===== src/rtl/rs_pkg.sv =====
// Shared constants and types for the sequential Twofish RS key encoder.
package rs_pkg;

    localparam logic [8:0] RS_GF_POLY = 9'h14D;

    // Row r, column c of the Twofish RS matrix.
    localparam logic [7:0] RS_MATRIX [4][8] = '{
        '{8'h01, 8'hA4, 8'h55, 8'h87, 8'h5A, 8'h58, 8'hDB, 8'h9E},
        '{8'hA4, 8'h56, 8'h82, 8'hF3, 8'h1E, 8'hC6, 8'h68, 8'hE5},
        '{8'h02, 8'hA1, 8'hFC, 8'hC1, 8'h47, 8'hAE, 8'h3D, 8'h19},
        '{8'hA4, 8'h55, 8'h87, 8'h5A, 8'h58, 8'hDB, 8'h9E, 8'h03}
    };

    typedef enum logic [1:0] {
        KEY_128  = 2'd0,
        KEY_192  = 2'd1,
        KEY_256  = 2'd2,
        KEY_RSVD = 2'd3
    } key_len_t;

    typedef enum logic [1:0] {
        ST_IDLE = 2'd0,
        ST_RUN  = 2'd1,
        ST_DONE = 2'd2
    } state_t;

    // Reserved length code behaves as a 256-bit key.
    function automatic logic [2:0] chunk_count(key_len_t len);
        case (len)
            KEY_128: chunk_count = 3'd2;
            KEY_192: chunk_count = 3'd3;
            default: chunk_count = 3'd4;
        endcase
    endfunction

endpackage


===== src/rtl/gf256_mul.sv =====
// Combinational GF(2^8) multiplier: carry-less 8x8 product reduced modulo POLY.
module gf256_mul #(
    parameter logic [8:0] POLY = 9'h14D
) (
    input  logic [7:0] a,
    input  logic [7:0] b,
    output logic [7:0] p
);

    logic [14:0] prod;

    always_comb begin
        prod = '0;
        for (int i = 0; i < 8; i++) begin
            if (b[i]) prod = prod ^ (15'(a) << i);
        end
        // Fold the high bits back down, most significant first.
        for (int i = 14; i >= 8; i--) begin
            if (prod[i]) prod = prod ^ (15'(POLY) << (i - 8));
        end
    end

    assign p = prod[7:0];

endmodule


===== src/rtl/rs_key_mds_seq.sv =====
// Sequential Twofish RS key encoder: BPC key bytes per cycle, 128/192/256-bit keys.
module rs_key_mds_seq
    import rs_pkg::*;
#(
    parameter int         BPC     = 8,
    parameter logic [8:0] GF_POLY = RS_GF_POLY
) (
    input  logic         clk,
    input  logic         rst_n,
    input  logic         in_valid,
    output logic         in_ready,
    input  logic [255:0] key_in,
    input  logic [1:0]   key_len,
    output logic         out_valid,
    input  logic         out_ready,
    output logic [127:0] s_out,
    output logic [2:0]   s_count
);

    if (!(BPC == 1 || BPC == 2 || BPC == 4 || BPC == 8)) begin : g_bad_bpc
        $error("rs_key_mds_seq: BPC must be 1, 2, 4 or 8");
    end

    state_t       state, state_next;
    logic [255:0] key_sh;
    logic [2:0]   k_reg;
    logic [5:0]   cnt;
    logic [7:0]   acc      [4];
    logic [7:0]   acc_next [4];
    logic [7:0]   coef     [4][BPC];
    logic [7:0]   prod     [4][BPC];
    logic [127:0] s_reg;
    logic [3:0]   col_end;
    logic         chunk_end;
    logic         last_beat;

    // All BPC bytes of a beat fall in the same chunk because BPC divides 8.
    assign col_end   = 4'({1'b0, cnt[2:0]}) + 4'(BPC);
    assign chunk_end = (col_end == 4'd8);
    assign last_beat = chunk_end && (cnt[4:3] == 2'(k_reg - 3'd1));

    always_comb begin
        for (int r = 0; r < 4; r++) begin
            for (int b = 0; b < BPC; b++) begin
                coef[r][b] = RS_MATRIX[r][3'(cnt[2:0] + 3'(b))];
            end
        end
    end

    for (genvar r = 0; r < 4; r++) begin : g_row
        for (genvar b = 0; b < BPC; b++) begin : g_byte
            gf256_mul #(.POLY(GF_POLY)) u_mul (
                .a (key_sh[255 - 8*b -: 8]),
                .b (coef[r][b]),
                .p (prod[r][b])
            );
        end
    end

    always_comb begin
        for (int r = 0; r < 4; r++) begin
            acc_next[r] = acc[r];
            for (int b = 0; b < BPC; b++) begin
                acc_next[r] = acc_next[r] ^ prod[r][b];
            end
        end
    end

    always_ff @(posedge clk) begin
        if (!rst_n) state <= ST_IDLE;
        else        state <= state_next;
    end

    always_comb begin
        state_next = state;
        in_ready   = 1'b0;
        out_valid  = 1'b0;
        case (state)
            ST_IDLE: begin
                in_ready = 1'b1;
                if (in_valid) state_next = ST_RUN;
            end
            ST_RUN: begin
                if (last_beat) state_next = ST_DONE;
            end
            ST_DONE: begin
                out_valid = 1'b1;
                if (out_ready) state_next = ST_IDLE;
            end
            default: state_next = ST_IDLE;
        endcase
    end

    always_ff @(posedge clk) begin
        if (!rst_n) begin
            key_sh <= '0;
            k_reg  <= '0;
            cnt    <= '0;
            s_reg  <= '0;
            for (int r = 0; r < 4; r++) acc[r] <= '0;
        end else begin
            case (state)
                ST_IDLE: begin
                    if (in_valid) begin
                        key_sh <= key_in;
                        k_reg  <= chunk_count(key_len_t'(key_len));
                        cnt    <= '0;
                        s_reg  <= '0;
                        for (int r = 0; r < 4; r++) acc[r] <= '0;
                    end
                end
                ST_RUN: begin
                    // Consumed bytes leave through the top so the next ones sit at [255 -: 8*BPC].
                    key_sh <= key_sh << (8 * BPC);
                    cnt    <= cnt + 6'(BPC);
                    if (chunk_end) begin
                        for (int i = 0; i < 4; i++) begin
                            if (cnt[4:3] == 2'(i)) begin
                                s_reg[127 - 32*i -: 32] <= {acc_next[0], acc_next[1],
                                                            acc_next[2], acc_next[3]};
                            end
                        end
                        for (int r = 0; r < 4; r++) acc[r] <= '0;
                    end else begin
                        for (int r = 0; r < 4; r++) acc[r] <= acc_next[r];
                    end
                end
                default: ;
            endcase
        end
    end

    assign s_out   = s_reg;
    assign s_count = k_reg;

endmodule


===== config.mk =====
export PLATFORM = sky130hd
export DESIGN_NAME = rs_key_mds_seq
export DESIGN_NICKNAME = d
export VERILOG_FILES = /design/src/rtl/rs_pkg.sv /design/src/rtl/gf256_mul.sv /design/src/rtl/rs_key_mds_seq.sv
export SDC_FILE = /design/constraint.sdc
export NUM_CORES = 1
export LEC_CHECK = 0
export ABC_AREA = 1
export CORE_MARGIN = 1
export CORE_UTILIZATION = 55
export DETAILED_ROUTE_END_ITERATION = 10
export HOLD_SLACK_MARGIN = 0.1
export PLACE_DENSITY = 0.82
export REMOVE_ABC_BUFFERS = 1
export SLEW_MARGIN = 20
export SYNTH_ARGS = -nofsm -noshare
export SYNTH_HDL_FRONTEND = slang
export SYNTH_SLANG_ARGS = --single-unit

===== constraint.sdc =====
create_clock -name clk -period 2.4 [get_ports clk]
set_input_delay 0.48 -clock clk [delete_from_list [all_inputs] [get_ports clk]]
set_output_delay 0.48 -clock clk [all_outputs]
set_load 0.05 [all_outputs]

# After elaboration in Yosys (flattened, before gate mapping)
# Memories as Yosys holds them, arrays and structs flattened.
# Cells that the tools add are included.
[op_classes]
add_sub_neg = 10
n_lt_le_gt_ge = 8
n_eq_ne = 16
n_mux = 587
n_bitwise = 500
n_reduce_logical = 12
[op_table]
columns = ["cell", "n"]
rows = [
  ["$mux 15", 224],
  ["$mux 8", 140],
  ["$not 4->4", 224],
  ["$pmux 256 s2", 1],
  ["$xor 15x10->15", 32],
  ["$xor 15x11->15", 32],
  ["$xor 15x12->15", 32],
  ["$xor 15x13->15", 32],
  ["$xor 15x14->15", 32],
  ["$xor 15x15->15", 32],
  ["$xor 15x9->15", 32],
  ["$mux 13", 32],
  ["$mux 12", 32],
  ["$mux 11", 32],
  ["$mux 10", 32],
  ["$mux 9", 32],
  ["$mux 128", 2],
  ["$mux 256", 1],
  ["$pmux 128 s2", 1],
  ["$xor 8x8->8", 32],
  ["$mux 7", 32],
  ["$mux 32", 4],
  ["$ge 4x4->1 const B", 8],
  ["$not 3->4", 8],
  ["other kinds (24)", 72],
]
[totals]
ff_bits = 395
ramBits = 32
romBits = 2048
input_bits = 262
output_inout_bits = 133
word_cells = 1174
n_memories = 33
[memory_table]
columns = ["name", "words", "width", "read_ports", "rd_clocked_by_memory_dff", "wr", "line_no", "rtl"]
rows = [
  ["(name not given)", 8, 8, 1, 0, 0, "rs_key_mds_seq.sv:45", "coef[r][b] = RS_MATRIX[r][3'(cnt[2:0] + 3'(b))];"],
  ["(name not given)", 8, 8, 1, 0, 0, "rs_key_mds_seq.sv:45", ""],
  ["(name not given)", 8, 8, 1, 0, 0, "rs_key_mds_seq.sv:45", ""],
  ["(name not given)", 8, 8, 1, 0, 0, "rs_key_mds_seq.sv:45", ""],
  ["(name not given)", 8, 8, 1, 0, 0, "rs_key_mds_seq.sv:45", ""],
  ["(name not given)", 8, 8, 1, 0, 0, "rs_key_mds_seq.sv:45", ""],
  ["+27 memories", "n/a", "n/a", "n/a", "n/a", "n/a", "n/a", ""],
]

# Longest topological paths before layout
# Gate-level depths: netlist (run 1).
[logic_depth]
ltp_word = 44
ltp_mapped = 19
mapped_depth_nobuf = 18

# Hierarchy
# Synthesis (run 1) repeated with hierarchy kept, for this count alone.
[unflattened]
cells_unflattened = 12139
area_unflattened_um2 = 70742.8
[modules_own_cells]
columns = ["mod", "n_inst", "cells_per_inst", "area_each_um2", "seq_area_each_um2"]
rows = [
  ["gf256_mul at g_row[0].g_byte[1].u_mul ...", 31, 285, 1570.3, 0.0],
  ["rs_key_mds_seq", 1, 3019, 20539.7, 8788.4],
  ["gf256_mul at g_row[0].g_byte[0].u_mul", 1, 285, 1525.2, 0.0],
]

# Worst setup path before layout (run 1)
# OpenSTA, ideal clock, no wires.
[synth_path]
path_type = "register to register"
startpoint = "reg state[1]"
endpoint = "mem acc[0][0], enable pin"
setup_time_ns = 0.373
arrival_time_ns = 2.454
required_ns = 2.027
path_slack_ns = -0.427
path_stages_with_launch = 8
path_buffers = 2
synth_period_minus_slack_ns = 2.827
cell_sequence = "dfxtp_1 nor2_1 nand2_1 inv_2 nor2_1 nand2_1 clkbuf_1 clkbuf_1"
[synth_rtl]
columns = ["element", "line_no", "rtl"]
rows = [
  ["start: declaration", "rs_key_mds_seq.sv:24", "state_t state, state_next;"],
  ["start signal: assignment", "rs_key_mds_seq.sv:71", "else state <= state_next;"],
  ["end: declaration", "rs_key_mds_seq.sv:28", "logic [7:0] acc [4];"],
]

# Final worst setup path (run 1)
[layout_path]
startpoint = "reg key_sh[212]"
endpoint = "reg s_reg[101], in the netlist s_out[101]"
[layout_via]
elab_chain_cells = 30
elab_cells_between_ends = 31
classes_between = "17 x mux; 14 x bitwise"
[layout_lines]
columns = ["element", "line_no", "rtl"]
rows = [
  ["start: declaration", "rs_key_mds_seq.sv:25", "logic [255:0] key_sh;"],
  ["start signal: assignment", "rs_key_mds_seq.sv:105", "key_sh <= key_in;"],
  ["start signal: assignment", "rs_key_mds_seq.sv:114", "key_sh <= key_sh << (8 * BPC);"],
  ["$xor 15x9->15", "gf256_mul.sv:15", "if (b[i]) prod = prod ^ (15'(a) << i);"],
  ["$mux 15", "gf256_mul.sv:15", ""],
  ["$xor 15x10->15", "gf256_mul.sv:15", ""],
  ["$mux 15", "gf256_mul.sv:15", ""],
  ["$xor 15x11->15", "gf256_mul.sv:15", ""],
  ["$mux 15", "gf256_mul.sv:15", ""],
  ["$xor 15x12->15", "gf256_mul.sv:15", ""],
  ["$mux 15", "gf256_mul.sv:15", ""],
  ["[12 not listed]", "n/a", ""],
  ["$not 4->4 (no source line)", "n/a", ""],
  ["$mux 9 *", "gf256_mul.sv:19", "if (prod[i]) prod = prod ^ (15'(POLY) << (i - 8));"],
  ["$mux 8 *", "gf256_mul.sv:19", ""],
  ["$mux 7 *", "gf256_mul.sv:19", ""],
  ["$xor 8x8->8 * (3 in a row)", "rs_key_mds_seq.sv:64", "acc_next[r] = acc_next[r] ^ prod[r][b];"],
  ["$mux 32 *", "rs_key_mds_seq.sv:118", "if (cnt[4:3] == 2'(i)) begin"],
  ["$mux 128 *", "rs_key_mds_seq.sv:116", "if (chunk_end) begin"],
  ["$pmux 128 s2 *", "rs_key_mds_seq.sv:102", "case (state)"],
  ["end signal: indexed assignment", "rs_key_mds_seq.sv:119", "s_reg[127 - 32*i -: 32] <= {acc_next[0], acc_next[1],"],
  ["end: declaration", "rs_key_mds_seq.sv:32", "logic [127:0] s_reg;"],
]
# Mark *: on every way between the ends. The rest lies on a longest branch, timed or not. The select of a mux whose other input is x is not followed.
# A chain may end at the register's enable or synchronous reset.

==> flow_summary_export.csv, run 1 <==
group,metric,value,unit
run_status,status,"finished clean",
logic_synthesis,synthTopCellsByArea,"dfxtp_1 32%, a211oi_1 11%, xor2_1 9.1%",
routing,routed_wl,73400,microns
floorplan,rows,77,
clocking,path_clk_slew,0.06,ns
clocking,cts_tree,"done",
floorplan,die_area,46000,sq um
logic_synthesis,synth_area,24800,sq um
floorplan,initial_core_util,0.559,
routing,wl_per_cell,17.0,microns
routing,drc,0,
clocking,cts_sinks,423,
floorplan,die_y,214,microns
timing,slew_violations,0,
layout,synthToLayoutAreaGrowth,30.4,%
worst_setup_path,endpoint_kind,"flip-flop",
logic_synthesis,synthFlopType,"dfxtp_1",
global_routing,antenna_found_initial,0,
timing,max_slew_margin,0.607,
global_routing,gr-total-overflow,0,
worst_setup_path,cp_max_fo,6,
floorplan,coreArea,44400,sq um
timing,max_freq,429,MHz
worst_setup_path,start_kind,"flip-flop",
logic_synthesis,yosysTopAreaCellShare,0.315,
timing,skew,0.0146,ns
min_path,hp-class,"input pin to flip-flop",
global_routing,grt_pass1_wl,115000,microns
placed_design,dp_hpwl,54400,microns
placed_design,placed_cells,4225,
placed_design,portBuffers,394,
pwr,irDropWorstVdd,642,uV
timing,period_share,0.971,
logic_synthesis,synth-seq-cells,423,
logic_synthesis,yosys.area.top_type,"dfxtp_1",
global_routing,track_usage,0.312,
timing,worst_pin_slew,0.588,ns
timing,hold_violations,0,
worst_setup_path,cp_data_required_time,2.90,ns
logic_synthesis,synth_edf_count,32,
clocking,numCtsBuffers,45,
timing,holdWs,0.278,ns
timing,min_period,2.33,ns
routing,drt.antenna.violating_nets,0,
worst_setup_path,crit_arrival,2.84,ns
clocking,clk-insertion-delay-late,0.58,ns
routing,vias,23100,
routing,drt_iter0_drc,1901,
pwr,p_leak,13.3,nW
routing,drtPass1Iterations,6,
routing,via_per_inst,5.36,
layout,drive_above_1_share,0.126,
logic_synthesis,synthCells,3263,
floorplan,die_w,214,microns
pwr,powerDensity,1150,nW/um^2
layout,n_antenna_cell,0,
logic_synthesis,yosys_warnings,0,
logic_synthesis,async_reset_ff_frac,0,
layout,final_nets,3949,
layout,fin_cells,4312,
worst_setup_path,worst-setup-path-type,"flip-flop to flip-flop",
timing,rsz0062_at_grt,"yes",
clocking,cts_hold_buf,0,
clocking,cts_root_buf,"clkbuf_16",
clocking,cts_max_level,2,
logic_synthesis,ys_seq_area_frac,0.354,
placed_design,finalWeightedCongestion,1.04,
logic_synthesis,synthDistinctLibCells,50,
flow_run,maxCapViolCount,0,
clocking,clockBufferDepth,3,
logic_synthesis,syn_avg_cell_area,7.61,sq um
timing,finalSetupViolations,0,
floorplan,ios,395,
global_routing,grt_pass1_vias,21600,
global_routing,grt_max_degree,134,
[critical path, stage by stage (launching register included)]
cell	delay, ns
dfxtp_1	0.35
buf_12	0.15
xnor2_2	0.25
nand3_1	0.14
nand2_2	0.14
xor2_2	0.19
xor2_1	0.19
xor2_1	0.17
buf_4	0.17
inv_1	0.05
nand2_1	0.07
nand3_2	0.19
a21oi_1	0.19
[per-layer routing]
| metal | vias up | GRT usage | share of wire |
|---|---|---|---|
| met3 | 153 | 0.0470 | 0.072 |
| met5 | - | 0 | 0 |
| met2 | 851 | 0.501 | 0.46 |
| met4 | 0 | 0.118 | 0.035 |
| met1 | 10600 | 0.422 | 0.44 |
| li1 | 11500 | - | - |
[cell type report]
type / instances / area [sq um]
multi-input combinational: 2262 / 14200
fill: 3399 / 12100
sequential: 423 / 8830
timing repair buffer: 562 / 5520
inverter: 389 / 1500
clock buffer: 69 / 1400
tap: 592 / 741
clock inverter: 15 / 194
[layout by cell type (no fill, tap or decap), drive strengths merged]
cell	instances
buf	169
a21o	3
clkbuf	69
ha	4
dlygate4sd2	2
xnor3	1
nand3	225
clkinv	14
nand2b	1
bufinv	4
nand4	4
clkdlybuf4s50	391
xnor2	161
nor2	206
o31ai	1
xor2	274
or2	25
inv	386
o2111ai	1
a21oi	136
dfxtp	391
conb	32
edfxtp	32
a211oi	377
a31oi	1
nand2	580
o21bai	1
o21ai	204
nand3b	25
[power breakdown]
part	internal (mW)	switching, mW
clock	4.47	2.92
sequential	8.17	0.607
combinational	7.78	13.3
[timing repair]
item,4_1_cts,5_1_grt
resized for setup,9,107
endpoints found under the setup margin,17,123
buffers inserted,0,3
pin swaps,0,9
[final timing paths]
path	startpoint	slack [ns]	endpoint	cells after the start
setup / recovery	key_sh[212]$_SDFFE_PN0P_	0.07	s_out[101]$_SDFFE_PN0P_	12
hold / removal	rst_n	0.28	key_sh[59]$_SDFFE_PN0P_	3
setup reg to reg	key_sh[212]$_SDFFE_PN0P_	0.07	s_out[101]$_SDFFE_PN0P_	12
hold reg to reg	key_sh[106]$_SDFFE_PN0P_	0.46	key_sh[106]$_SDFFE_PN0P_	2
[logic make-up (layout without fill, tap and decap cells)]
family / count (synthesis) / in the layout / share of synthesized area
flops: 423 / 423 / 0.354
compound gates: 724 / 724 / 0.185
xor+xnor: 436 / 436 / 0.171
buf+inv: 609 / 1035 / 0.0997
fa+ha+maj: 4 / 4 / 0.00202
simple gates: 1066 / 1066 / 0.188
other cells: 1 / 32 / 0.000151
[cells in the mapped netlist, types with 15 or more instances]
library cell,instances
a211oi_1,377
a21oi_1,132
buf_2,44
buf_4,18
clkbuf_1,148
dfxtp_1,391
edfxtp_1,32
inv_1,349
inv_2,32
nand2_1,549
nand2_2,19
nand3_1,214
nand3b_1,25
nor2_1,205
o21ai_0,203
or2_1,15
xnor2_1,138
xnor2_2,16
xor2_1,259
[registers in the layout, indices dropped and copies added, names as in the netlist]
signal	flops
acc	32
cnt	2
s_count	3
key_sh	256
s_out	128
state	2
[stage by stage]
step	util	total power, mW	setup WS (ns)	cell area, sq um	TNS (ns)
final	0.729	37.2	0.0688	32400	0
after global routing	0.729	39.4	-0.0803	32400	-0.745
after CTS	0.717	36.3	0.00756	31800	0
after detailed placement	0.680	28.8	-0.0353	30200	-0.132
after global placement	0.680	28.4	0.0627	30200	0
after floorplan	-	20.4	-17.88	23900	-4072.38
Note: power is estimated with default switching activity, not from simulation.
==> inputs of run 2 (changes only) <==
ABC_AREA = default   (was 1)
CTS_BUF_LIST = sky130_fd_sc_hd__clkbuf_2 sky130_fd_sc_hd__clkbuf_4 sky130_fd_sc_hd__clkbuf_8   (was default)
PLACE_DENSITY = 0.83   (was 0.82)
SKIP_LAST_GASP = 1   (was default)
==> run 2 against run 1 <==
- the run now ends with negative setup slack left
- design area shrank 5.7%
- clock-buffer cell count rose by 37
- wire length decreased by 0.54%
- cell count decreased by 21%
- synthesized cell count is 32% lower
- core utilization up 7.4 points
- die area fell by 14%
- sequential power is 6.5% higher
- largest power group unchanged
==> flow_summary_export.csv, run 2 <==
group,metric,value,unit
run_status,status,"finished with violations",
run_status,violations,"negative setup slack",
worst_setup_path,start_kind,"flip-flop",
layout,final_common_cell,"nand2_1",
clocking,clk-insertion-delay-late,0.64,ns
pwr,power,43.2,mW
logic_synthesis,synth_area,21400,sq um
global_routing,use_met2,0.605,
global_routing,track_usage,0.358,
timing,fin_ws,-0.0532,ns
worst_setup_path,endpoint_kind,"flip-flop",
layout,regMostFlops,"key_sh",
floorplan,rows,71,
floorplan,die_y,199,microns
placed_design,place_area,27900,sq um
logic_synthesis,synthTopCellsByArea,"dfxtp_1 37%, xnor2_1 13%, o211a_1 9.0%",
logic_synthesis,synth.most_common_cell,"nand2_1",
logic_synthesis,synth_edf_count,32,
floorplan,coreArea,38000,sq um
logic_synthesis,synth_common_cells,"449 x nand2_1, 391 x dfxtp_1, 319 x xnor2_1, 200 x nand3_1, 193 x o211a_1",
global_routing,antenna_found_initial,0,
timing,finalSetupViolations,8,
layout,final_area,30500,sq um
flow_run,maxCapViolCount,0,
worst_setup_path,r2r_slack,-0.05,ns
clocking,cts_root_buf,"clkbuf_8",
placed_design,dp_hpwl,54100,microns
logic_synthesis,synthFlopType,"dfxtp_1",
timing,period_share,1.02,
routing,drtPass1Iterations,5,
logic_synthesis,syn_avg_cell_area,9.70,sq um
placed_design,finalWeightedCongestion,0.999,
worst_setup_path,worst-setup-path-type,"flip-flop to flip-flop",
timing,hold_violations,0,
routing,routed_wl,73000,microns
layout,fillers,2417,
routing,via_per_inst,5.56,
routing,vias,18800,
worst_setup_path,cp_max_fo,4,
routing,drc,0,
placed_design,dp_slack,-0.196,ns
logic_synthesis,synthDistinctLibCells,42,
min_path,hp-class,"input pin to flip-flop",
logic_synthesis,yosys.area.top_type,"dfxtp_1",
clocking,cts_sinks,423,
global_routing,gr-total-overflow,0,
floorplan,die_w,199,microns
floorplan,ios,395,
logic_synthesis,async_reset_ff_frac,0,
layout,largest_register_ffs,256,
global_routing,use_met3,0.0658,
timing,max_slew_margin,0.453,
pwr,irDropWorstVdd,1220,uV
timing,slew_violations,0,
timing,skew,0.0224,ns
clocking,path_clk_slew,0.06,ns
pwr,powerDensity,1410,nW/um^2
layout,synthToLayoutAreaGrowth,42.5,%
clocking,cts_tree,"done",
worst_setup_path,crit_arrival,3.02,ns
global_routing,grt_max_degree,141,
timing,rsz0062_at_grt,"yes",
logic_synthesis,yosysTopAreaCellShare,0.365,
pwr,p_leak,14.1,nW
layout,final_nets,3094,
floorplan,die_area,39800,sq um
logic_synthesis,yosys_warnings,0,
routing,wl_per_cell,21.5,microns
clocking,cts_max_level,3,
placed_design,portBuffers,394,
routing,drt.antenna.violating_nets,0,
clocking,clockBufferDepth,3,
timing,worst_pin_slew,0.818,ns
global_routing,gr-max-usage-layer,"met2",
timing,max_freq,408,MHz
logic_synthesis,ys_seq_area_frac,0.410,
layout,final_cell_mix,"448 x nand2_1, 390 x clkdlybuf4s50_1, 347 x dfxtp_1",
worst_setup_path,cp_data_required_time,2.96,ns
global_routing,grt_pass1_vias,18500,
routing,drt_iter0_drc,1199,
layout,drive_above_1_share,0.217,
layout,n_antenna_cell,0,
floorplan,initial_core_util,0.564,
timing,min_period,2.45,ns
logic_synthesis,synthCells,2209,
logic_synthesis,synth-seq-cells,423,
global_routing,gr-usage-met1,0.454,
clocking,numCtsBuffers,70,
global_routing,grt_pass1_wl,106000,microns
## run 2: worst max-delay path, cell delays in order (launching register included)
cell and delay, ns:
dfxtp_2 0.33, buf_12 0.13, buf_6 0.14, xnor2_4 0.18
buf_6 0.14, xnor2_2 0.10, xnor3_1 0.42, xnor3_1 0.41
nor2_2 0.16, buf_6 0.13, nand2_1 0.07, a21boi_2 0.16
## run 2: timing repair
action | in CTS | in global routing
hold endpoints to repair | 0 | 0
setup buffers | 9 | 21
endpoints found under the setup margin | 77 | 96
hold buffers | 0 | 0
resized for setup | 77 | 119
pin swaps | 15 | 39
## run 2: through the flow
step                       util  hold slack [ns]  instances  TNS [ns]
after floorplan               -            0.449       2037  -3265.84
after global placement    0.733            0.437       3238     -4.00
after detailed placement  0.733            0.447       3238     -5.89
after CTS                 0.782            0.206       3369    -0.159
after global routing      0.803            0.227       3389     -1.39
final                     0.803            0.245       3389    -0.131
## run 2: layout make-up
| cell class | instances | area [sq um] | share of cell area |
|---|---|---|---|
| multi-input combinational | 1604 | 12700 | 0.415 |
| timing repair buffer | 719 | 6880 | 0.225 |
| sequential | 423 | 8880 | 0.291 |
| clock buffer | 106 | 1320 | 0.0431 |
| inverter | 10 | 37.5 | 0.00123 |
| tap | 511 | 639 | 0.0209 |
| clock inverter | 16 | 123 | 0.00402 |
## run 2: where the power goes
group          switching (mW)  internal (mW)
combinational            14.0           13.2
sequential              0.937           8.40
clock                    2.97           3.62
total                    17.9           25.2
## run 2: cell families after synthesis
group / count (synthesis) / synth area share
other: 1 / 0.000175
DFF: 423 / 0.410
adders and majority gates: 4 / 0.00234
AOI/OAI and AO/OA: 388 / 0.161
xor gates and xnor gates: 466 / 0.236
buffers and inverters: 213 / 0.0453
muxes: 9 / 0.00420
and+or+nand+nor: 705 / 0.141
## run 2: layer usage
layer / up-vias / share of wire / wire length (microns)
met5: - / 0 / 0
met4: 0 / 0.033 / 2380
met3: 145 / 0.075 / 5500
met2: 778 / 0.48 / 35200
met1: 9192 / 0.41 / 29800
li1: 8733 / - / -
## run 2: worst paths after layout
| path | start | endpoint | depth (start not counted) |
|---|---|---|---|
| max | key_sh[207]$_SDFFE_PN0P_ | s_out[109]$_SDFFE_PN0P_ | 11 |
| min | rst_n | key_sh[250]$_SDFFE_PN0P_ | 2 |
| max reg2reg | key_sh[207]$_SDFFE_PN0P_ | s_out[109]$_SDFFE_PN0P_ | 11 |
| min reg2reg | s_out[122]$_SDFFE_PN0P_ | s_out[122]$_SDFFE_PN0P_ | 2 |
==> patch: new RTL, config.mk and constraints of run 2 <==
Reset style: asynchronous (`rst_n`), changed in 2 clocked blocks.
--- a/src/rtl/rs_key_mds_seq.sv
+++ b/src/rtl/rs_key_mds_seq.sv
@@ -66,7 +66,7 @@
         end
     end
 
-    always_ff @(posedge clk) begin
+    always_ff @(posedge clk or negedge rst_n) begin
         if (!rst_n) state <= ST_IDLE;
         else        state <= state_next;
     end
@@ -91,7 +91,7 @@
         endcase
     end
 
-    always_ff @(posedge clk) begin
+    always_ff @(posedge clk or negedge rst_n) begin
         if (!rst_n) begin
             key_sh <= '0;
             k_reg  <= '0;
Check against the original RTL: not settled (the Yosys comparison gave no result); the edit may change what the design does.
==> patch against run 2 <==
  * The flow still finishes with violations (setup timing)
  * Global-route usage increased by 1.4 points
  * Final area increased by 1.6%
  * Non-clock buffer count increased by 42
  * Routed wire length increased by 0.72%
  * Sequential cell count decreased by 31
  * Via count increased by 1.9%
  * Clock skew increased by 26 ps
  * Worst setup slack got worse by 97 ps
  * Synthesized cell count decreased by 0.23%
  * Core utilization increased by 1.9 points
  * Synthesized area decreased by 1.3%
  * Hold slack improved by 120 ps
Power is not shown: default switching activity piles up to over one toggle a cycle in this logic, so the estimate is an artifact.
==> patch: results (changes against run 2) <==
Non-clock buffer share - 0.2340 (+0.008605)
#FFs+latches synth - 392 (-7.3%)
Seq/total area - 0.3173 (+0.02662)
final std cells w/o fill - 3398 (+0.27%)
worst reg2reg endpoint - s_out[3]
crit-path max cell delay - 400 ps (-20 ps)
outcome - complete, but fails checks
#MultiIn Comb - 1621 (+1.1%)
Synth Area in Compound Gates - 0.1146 (-0.04652)
Clock buf/inv share - 0.04316 (-0.003926)
Mean Syn Cell Area - 9.592 µm² (-1.1%)
Root Buffer Master - clkbuf_8
Non-CTS buffers - 761 (+5.8%)
filler cell count - 2182 (-9.7%)
drt first pass iters - 7 (+2)
Hold EP - key_sh[16]
layout cell share with drive strength beyond 1 - 0.2397 (+0.02288)
pre-CTS setup slack - -296.7 ps (-101.1 ps)
CP max-delay cell - dfrtp_1
failing checks - setup timing
horizontal die dimension - 198.1 µm (-0.67%)
CP max FO - 6 (+2)
top cells by count, synth - nand2_1, dfrtp_1, xnor2_1
gr usage total - 0.3721 (+0.01439)
largest net degree at the start of global routing - 71 (-50%)
sequential-to-total area share from yosys stat - 0.4640 (+0.05388)
Final Setup Violations - 37 (+29)
ranking of synthesized cells by area - dfrtp_1, xnor2_1, nand2_1
Relative slew margins - 0.3798 (-0.07272)
drt via density - 5.654 (+1.7%)
XOR/XNOR Fraction of Synth Area - 0.2374 (+0.001436)
Primary FF master, synth - dfrtp_1
Hold WS - 360.6 ps (+115.2 ps)
worst reg2reg path depth - 10 (-1)
asr flop ratio synth - 1.000 (+1.000)
Setup WS post-layout - -150.2 ps (-96.97 ps)
Logic inverters - 3 (-7)
CP Data Arrival Time - 3070 ps (+50 ps)
CP startpoint - key_sh[199]
mux cell area share after synthesis - 0 (-0.004204)
final setup skew - 48.86 ps (+26.47 ps)
Hold Path Origin - key_in[16]
H-tree levels - 2 (-1)
Synth Area in Adders - 0.002367 (+0.00003179)
first-pass GRT wire length - 108800 µm (+2.2%)
post-placement cell count - 3222 (-0.49%)
Skew-Pair Late Insertion Delay - 680 ps (+40 ps)
Num CTS Buffers - 61 (-13%)
setup TNS - -1989 ps (-1859 ps)
hold path cells - 3 (+1)
vias in the first global route - 18.78k (+1.6%)
Post-synth EDFFs - 0 (-100%)
GP Congestion - 1.001 (+0.23%)
DP Area - 0.02756 mm² (-1.2%)
final net count - 3106 (+0.39%)
Detailed Route Iter0 Violations - 1463 (+22%)
final core occ - 0.8215 (+0.01856)
total wire length - 73490 µm (+0.72%)
patch: cell count changes after synthesis, moves of 24 or more:
| cell | run 2 | this run |
|---|---|---|
| nor2b_1 | 26 | 2 |
| a31oi_1 | 0 | 192 |
| o21ai_0 | 27 | 130 |
| dfrtp_1 | 0 | 392 |
| nor2_1 | 9 | 197 |
| nand2_1 | 449 | 593 |
| o211a_1 | 193 | 0 |
| dfxtp_1 | 391 | 0 |
| a22o_1 | 130 | 61 |
| nand3_1 | 200 | 1 |
| xnor2_1 | 319 | 265 |
| edfxtp_1 | 32 | 0 |
patch: worst max-delay path by stage:
stage                  to  slack [ps]  cells after the start
6_report         s_out[3]        -150                     10
5_1_grt          s_out[3]        -200                     10
4_1_cts         s_out[12]        -140                      9
3_5_place_dp   s_out[108]        -300                      8
3_3_place_gp    s_out[76]        -280                      8
2_1_floorplan    state[0]       -6850                      2
patch: kinds of logic (layout without fill, tap and decap cells):
family	count (synthesis)	count (layout)
simple gates	802	802
xor+xnor	425	425
flops	392	392
fa+ha+maj	4	4
compound gates	390	390
buf+inv	191	874
patch: per-layer routing:
metal,share of wire,wire [µm],track usage
met1,0.39,28550,0.4906
met5,0,0,0
met3,0.084,6164,0.06166
met2,0.48,35540,0.6171
met4,0.044,3239,0.1453
patch: worst reg2reg max path: stages, from the launching register on:
cell and delay [ps]:
dfrtp_1 400, buf_12 150, buf_4 150, xnor3_1 250, xor2_2 250, buf_4 170, xnor3_2 320, xnor2_2 200
xnor2_2 250, buf_6 170, o21ai_0 110
patch: repair_timing:
| action | 4_1_cts | 5_1_grt |
|---|---|---|
| hold buffers | 1 | 0 |
| cloned | 0 | 0 |
| buffers inserted | 27 | 43 |
| hold endpoints to repair | 39 | 0 |
| endpoints found under the setup margin | 135 | 153 |
| gates resized for setup | 153 | 188 |
| pin swaps | 51 | 102 |
